==> src/rtl/hit_detect.sv <==
// Trigger-driven hit detection: snapshots the crosshair on a fire edge, box-tests it
// against three enemies, then serialises one pulse per hit (or a miss) before a reload lockout.

module hit_box #(
  parameter int W = 11,
  parameter int R = 16
) (
  input  logic [W-1:0] ex,
  input  logic [W-1:0] ey,
  input  logic [W-1:0] lx,
  input  logic [W-1:0] ly,
  input  logic         alive,
  output logic         match
);
  logic [W:0] dx, dy;

  // Magnitudes are formed one bit wider so screen edges never wrap into a match.
  always_comb begin
    dx    = (ex >= lx) ? ({1'b0, ex} - {1'b0, lx}) : ({1'b0, lx} - {1'b0, ex});
    dy    = (ey >= ly) ? ({1'b0, ey} - {1'b0, ly}) : ({1'b0, ly} - {1'b0, ey});
    match = alive && (dx <= (W+1)'(R)) && (dy <= (W+1)'(R));
  end
endmodule

module hit_detect #(
  parameter int COORD_WIDTH   = 11,
  parameter int HIT_RADIUS    = 16,
  parameter int RELOAD_CYCLES = 1000,
  parameter int SHOT_WIDTH    = 8
) (
  input  logic                   clk,
  input  logic                   rst_n,
  input  logic                   fire,
  input  logic [COORD_WIDTH-1:0] cross_x,
  input  logic [COORD_WIDTH-1:0] cross_y,
  input  logic [COORD_WIDTH-1:0] en1_x,
  input  logic [COORD_WIDTH-1:0] en1_y,
  input  logic [COORD_WIDTH-1:0] en2_x,
  input  logic [COORD_WIDTH-1:0] en2_y,
  input  logic [COORD_WIDTH-1:0] en3_x,
  input  logic [COORD_WIDTH-1:0] en3_y,
  input  logic [2:0]             en_alive,
  output logic                   hit1,
  output logic                   hit2,
  output logic                   hit3,
  output logic                   miss,
  output logic                   busy,
  output logic [SHOT_WIDTH-1:0]  shots
);
  localparam int NE = 3;
  localparam int RW = (RELOAD_CYCLES > 0) ? $clog2(RELOAD_CYCLES + 1) : 1;

  typedef enum logic [1:0] {IDLE, CHECK, EMIT, RELOAD} state_t;

  state_t                         state, state_n;
  logic [NE-1:0][COORD_WIDTH-1:0] en_x, en_y;
  logic [COORD_WIDTH-1:0]         lx, ly, lx_n, ly_n;
  logic [NE-1:0]                  match, pending, pend_n, hit_q, hit_n;
  logic [RW-1:0]                  rcnt, rcnt_n;
  logic [SHOT_WIDTH-1:0]          shots_n;
  logic                           fire_q, fire_rise, miss_n, last;

  assign en_x      = {en3_x, en2_x, en1_x};
  assign en_y      = {en3_y, en2_y, en1_y};
  assign fire_rise = fire & ~fire_q;
  assign {hit3, hit2, hit1} = hit_q;

  for (genvar k = 0; k < NE; k++) begin : g_box
    hit_box #(.W(COORD_WIDTH), .R(HIT_RADIUS)) u_box (
      .ex(en_x[k]), .ey(en_y[k]), .lx(lx), .ly(ly),
      .alive(en_alive[k]), .match(match[k])
    );
  end

  always_ff @(posedge clk or negedge rst_n) begin
    if (!rst_n) begin
      state   <= IDLE;
      lx      <= '0;
      ly      <= '0;
      pending <= '0;
      rcnt    <= '0;
      shots   <= '0;
      hit_q   <= '0;
      miss    <= 1'b0;
      busy    <= 1'b0;
      fire_q  <= 1'b1;
    end else begin
      state   <= state_n;
      lx      <= lx_n;
      ly      <= ly_n;
      pending <= pend_n;
      rcnt    <= rcnt_n;
      shots   <= shots_n;
      hit_q   <= hit_n;
      miss    <= miss_n;
      busy    <= (state_n != IDLE);
      fire_q  <= fire;
    end
  end

  always_comb begin
    state_n = state;
    lx_n    = lx;
    ly_n    = ly;
    pend_n  = pending;
    rcnt_n  = rcnt;
    shots_n = shots;
    hit_n   = '0;
    miss_n  = 1'b0;
    last    = 1'b0;
    case (state)
      IDLE: if (fire_rise) begin
        lx_n    = cross_x;
        ly_n    = cross_y;
        if (shots != {SHOT_WIDTH{1'b1}}) shots_n = shots + 1'b1;
        state_n = CHECK;
      end
      CHECK: begin
        pend_n  = match;
        state_n = EMIT;
      end
      EMIT: begin
        if (pending == '0) begin
          miss_n = 1'b1;
          last   = 1'b1;
        end else begin
          // Isolate and retire the lowest pending enemy: fixed 1,2,3 order.
          hit_n  = pending & (~pending + 1'b1);
          pend_n = pending & (pending - 1'b1);
          last   = (pend_n == '0);
        end
        if (last) begin
          if (RELOAD_CYCLES == 0) begin
            state_n = IDLE;
          end else begin
            rcnt_n  = RW'(RELOAD_CYCLES);
            state_n = RELOAD;
          end
        end
      end
      RELOAD: begin
        rcnt_n = rcnt - 1'b1;
        if (rcnt == RW'(1)) state_n = IDLE;
      end
      default: state_n = IDLE;
    endcase
  end
endmodule

==> config.mk <==
export PLATFORM = sky130hd
export DESIGN_NAME = hit_detect
export DESIGN_NICKNAME = d
export VERILOG_FILES = /design/src/rtl/hit_detect.sv
export SDC_FILE = /design/constraint.sdc
export NUM_CORES = 1
export LEC_CHECK = 0
export CAP_MARGIN = 20
export CORE_ASPECT_RATIO = 0.75
export CORE_MARGIN = 2
export CORE_UTILIZATION = 60
export CTS_BUF_LIST = sky130_fd_sc_hd__clkbuf_16
export CTS_CLUSTER_DIAMETER = 30
export DETAILED_ROUTE_END_ITERATION = 10
export PLACE_DENSITY = 0.86
export SETUP_SLACK_MARGIN = 0.02
export SLEW_MARGIN = 20
export SYNTH_ARGS = -nofsm -noshare
export SYNTH_HDL_FRONTEND = slang
export SYNTH_SLANG_ARGS = --single-unit
==> constraint.sdc <==
create_clock -name clk -period 6.53 [get_ports clk]
set_clock_uncertainty 0.15 [all_clocks]
set_input_delay 1.306 -clock clk [delete_from_list [all_inputs] [get_ports clk]]
set_output_delay 1.306 -clock clk [all_outputs]
set_load 0.01 [all_outputs]
==> impl_metrics.json <==
{
  "totalPowerFinal_w": 0.00136,
  "die_area_mm2": 0.0139,
  "worst_margin_pin_slew_ns": 0.794,
  "grt_setup_unrepaired": "no",
  "drc": 0,
  "synth.distinct_cells": 71,
  "buffer_ports.inserted": 106,
  "min_period_ns": 5.02,
  "power_dens_cells_mw_per_mm2": 149,
  "placed_area_mm2": 0.00896,
  "max-vdd-ir-drop_mv": 0.114,
  "grt_first_pass_wirelength_um": 35500,
  "timing.hold.worst_path_depth": 1,
  "async_reset_ff_frac": 1.00,
  "synth.yosys.seq_area_share": 0.164,
  "initial_utilization": 0.623,
  "worst_r2r_path_depth": 12,
  "latest_clock_arrival_within_the_worst_skew_pair_ns": 0.30,
  "floorplan.core_area_mm2": 0.0125,
  "synthToLayoutAreaGrowth_pct": 17.3,
  "leakage_power_nw": 4.25,
  "mostFrequentLayoutCell": "ha_1",
  "postRouteWirelength_um": 22500,
  "design.portCount": 107,
  "floorplan.die.width_um": 135,
  "cts.clk_slew.worst_paths_ns": 0.08,
  "net_count_after_synthesis": 1234,
  "timing.hold.ws_ns": 0.363,
  "rows": 35,
  "drt-wirelength-per-cell_um": 17.8,
  "diodes": 0,
  "outcome": "completed",
  "maxCapViolCount": 0,
  "synth_top_area_share": 0.217,
  "crit_required_ns": 6.58,
  "use_met2": 0.460,
  "cp.arrival_ns": 5.06,
  "drt_pass_1_iters": 5,
  "drt_iter0_drc": 585,
  "max-clock-path-buffers": 2,
  "startpoint_of_the_lowest_slack_hold_path": "shots[6]",
  "maxClockFrequency_ghz": 0.199,
  "timing.final.max_slew_violations": 0,
  "netlist_area_mm2": 0.00778,
  "worstHoldPathType": "flip-flop to flip-flop",
  "dr_total_vias": 7943,
  "totalNegativeSetupSlack_ns": 0,
  "detail-route-antenna-nets": 0,
  "cts_root_buffer": "clkbuf_16",
  "grt_start_max_net_pins": 52,
  "timing.final.hold_violations": 0,
  "routed_via_density": 6.29,
  "worstHoldEndpoint": "shots[6]",
  "cts_buffers": 5,
  "synth.area.top_cells": "ha_1 (22%), dfrtp_1 (16%), inv_1 (5.3%), a21oi_1 (4.4%), o21ai_0 (4.4%)",
  "grt_remaining_overflow": 0,
  "tritoncts": "yes",
  "synth_seq_cells": 51,
  "path_max_fanout": 14,
  "via_count_of_the_first_global_routing_pass": 6962,
  "worst-r2r-setup-slack_ns": 2.54,
  "grt_util_met1": 0.503,
  "timing.slew.headroom": 0.469,
  "min_period_over_period": 0.769,
  "place_inst": 1254,
  "critical_path.reg2reg.endpoint": "pending[2]",
  "yosysWarnings": 0,
  "yosysTopAreaCell": "ha_1",
  "synth-edff-count": 0,
  "cts_resized": 0,
  "highest_utilization_routing_layer_at_the_global_route_stage": "met1",
  "gpl.final_weighted_congestion": 0.975,
  "htreeDepth": 2,
  "critPathCaptureType": "flip-flop",
  "die_y_um": 103,
  "rr_startpoint": "lx[2]",
  "grt_use_total": 0.322,
  "synthesized_instance_count": 1005,
  "total_setup_violations_reported_at_the_end_of_the_flow": 0,
  "final_layout_size_suffix_gt1_frac": 0.0411,
  "cts.hold.buffers_added": 0,
  "cts_sinks": 51,
  "cts_post_setup_buffers_inserted": 0,
  "final_cell_area_mm2": 0.00913,
  "final_net_count": 1324,
  "final_cell_mix": "ha_1 (135), inv_1 (109), clkdlybuf4s50_1 (105), nand2_1 (87), a21oi_1 (69)",
  "grt_antenna_before_repair": 0,
  "final_hpwl_dp_um": 18400,
  "timing.critical_path.from_type": "input port",
  "global_route.usage.met3": 0.0664,
  "synth_area_per_cell_um2": 7.74,
  "critical_path_class": "input port to flip-flop",
  "layout.cells.non_filler": 1262,
  "synth_flop_cell": "dfrtp_1"
}
-- cell usage after synthesis (all sizes together) (3+ instances only) --
| library cell | count |
|---|---|
| a2111oi | 4 |
| a211o | 7 |
| a211oi | 11 |
| a21o | 18 |
| a21oi | 69 |
| a221oi | 10 |
| a31oi | 6 |
| a41oi | 3 |
| and2 | 9 |
| and3 | 7 |
| buf | 3 |
| clkbuf | 24 |
| dfrtp | 50 |
| ha | 135 |
| inv | 109 |
| mux2 | 12 |
| mux2i | 24 |
| nand2 | 87 |
| nand2b | 24 |
| nand3 | 25 |
| nand3b | 6 |
| nand4 | 10 |
| nor2 | 57 |
| nor2b | 21 |
| nor3 | 23 |
| nor3b | 3 |
| nor4 | 8 |
| o2111ai | 9 |
| o211ai | 14 |
| o21a | 13 |
| o21ai | 70 |
| o21bai | 7 |
| o22ai | 3 |
| o311ai | 7 |
| o31ai | 9 |
| o41ai | 4 |
| or2 | 9 |
| or3 | 8 |
| or4 | 6 |
| xnor2 | 31 |
| xor2 | 19 |
-- worst max path at each step --
stage	from	end	slack [ns]	cells after the start
final	en1_y[6]	pending[0]	1.51	14
after global routing	en2_y[5]	pending[1]	1.26	13
after CTS	en3_x[7]	pending[2]	1.58	13
after detailed placement	en3_x[7]	pending[2]	1.25	13
after global placement	en3_x[7]	pending[2]	1.30	13
after floorplan	en3_x[0]	pending[2]	2.17	13
-- flip-flops by register name (all words and copies together), names as in the netlist --
signal / flops
lx: 11
pending: 3
hit_q: 3
miss: 1
ly: 11
fire_q: 1
rcnt: 10
shots: 8
busy: 1
state: 2
-- worst max-delay path: stages --
cell,delay [ns]
clkdlybuf4s50_1,0.54
inv_1,0.07
ha_1,0.45
and3_1,0.26
a221oi_1,0.24
o21ai_0,0.17
a31oi_1,0.20
buf_4,0.24
mux2_2,0.40
a221oi_1,0.39
xnor2_1,0.12
a311oi_1,0.26
nand4_1,0.14
o31ai_1,0.28
-- routing by layer --
| metal | routed length [µm] | up-vias | share of wire |
|---|---|---|---|
| met4 | 216 | 0 | 0.0096 |
| met5 | 0 | - | 0 |
| met1 | 10700 | 3728 | 0.47 |
| met3 | 2520 | 24 | 0.11 |
| met2 | 9080 | 408 | 0.40 |
| li1 | - | 3783 | - |
-- final cells by class --
type                    count  area (µm²)
repair buffers            110        1090
well taps                 166         208
multi-input cells         818        5980
clock inverters             3        43.8
flip-flops and latches     51        1280
clock buffers               5         125
inverters                 109         409
fillers                  1014        3350
-- metrics by stage --
step                      setup WS, ns  utilization
final                             1.51        0.731
after global routing              1.26        0.731
after CTS                         1.58        0.731
after detailed placement          1.25        0.718
after global placement            1.30        0.718
after floorplan                   2.17            -
-- power by group --
group          internal, W  switching (W)  leakage [nW]
clock network     0.000181       0.000133        0.0838
registers         0.000325      0.0000188         0.592
logic             0.000314       0.000392          3.57
total             0.000820       0.000544          4.25
-- logic make-up (layout without fill, tap and decap cells) --
group	after synthesis	after routing	share of synthesized area
compound gates	289	289	0.248
xor+xnor	50	50	0.0563
fa+ha+maj	135	135	0.217
buf+inv	136	227	0.0680
flops	51	51	0.164
mux	36	36	0.0487
simple gates	308	308	0.198
No activity file was read; power rests on OpenSTA's default activity.
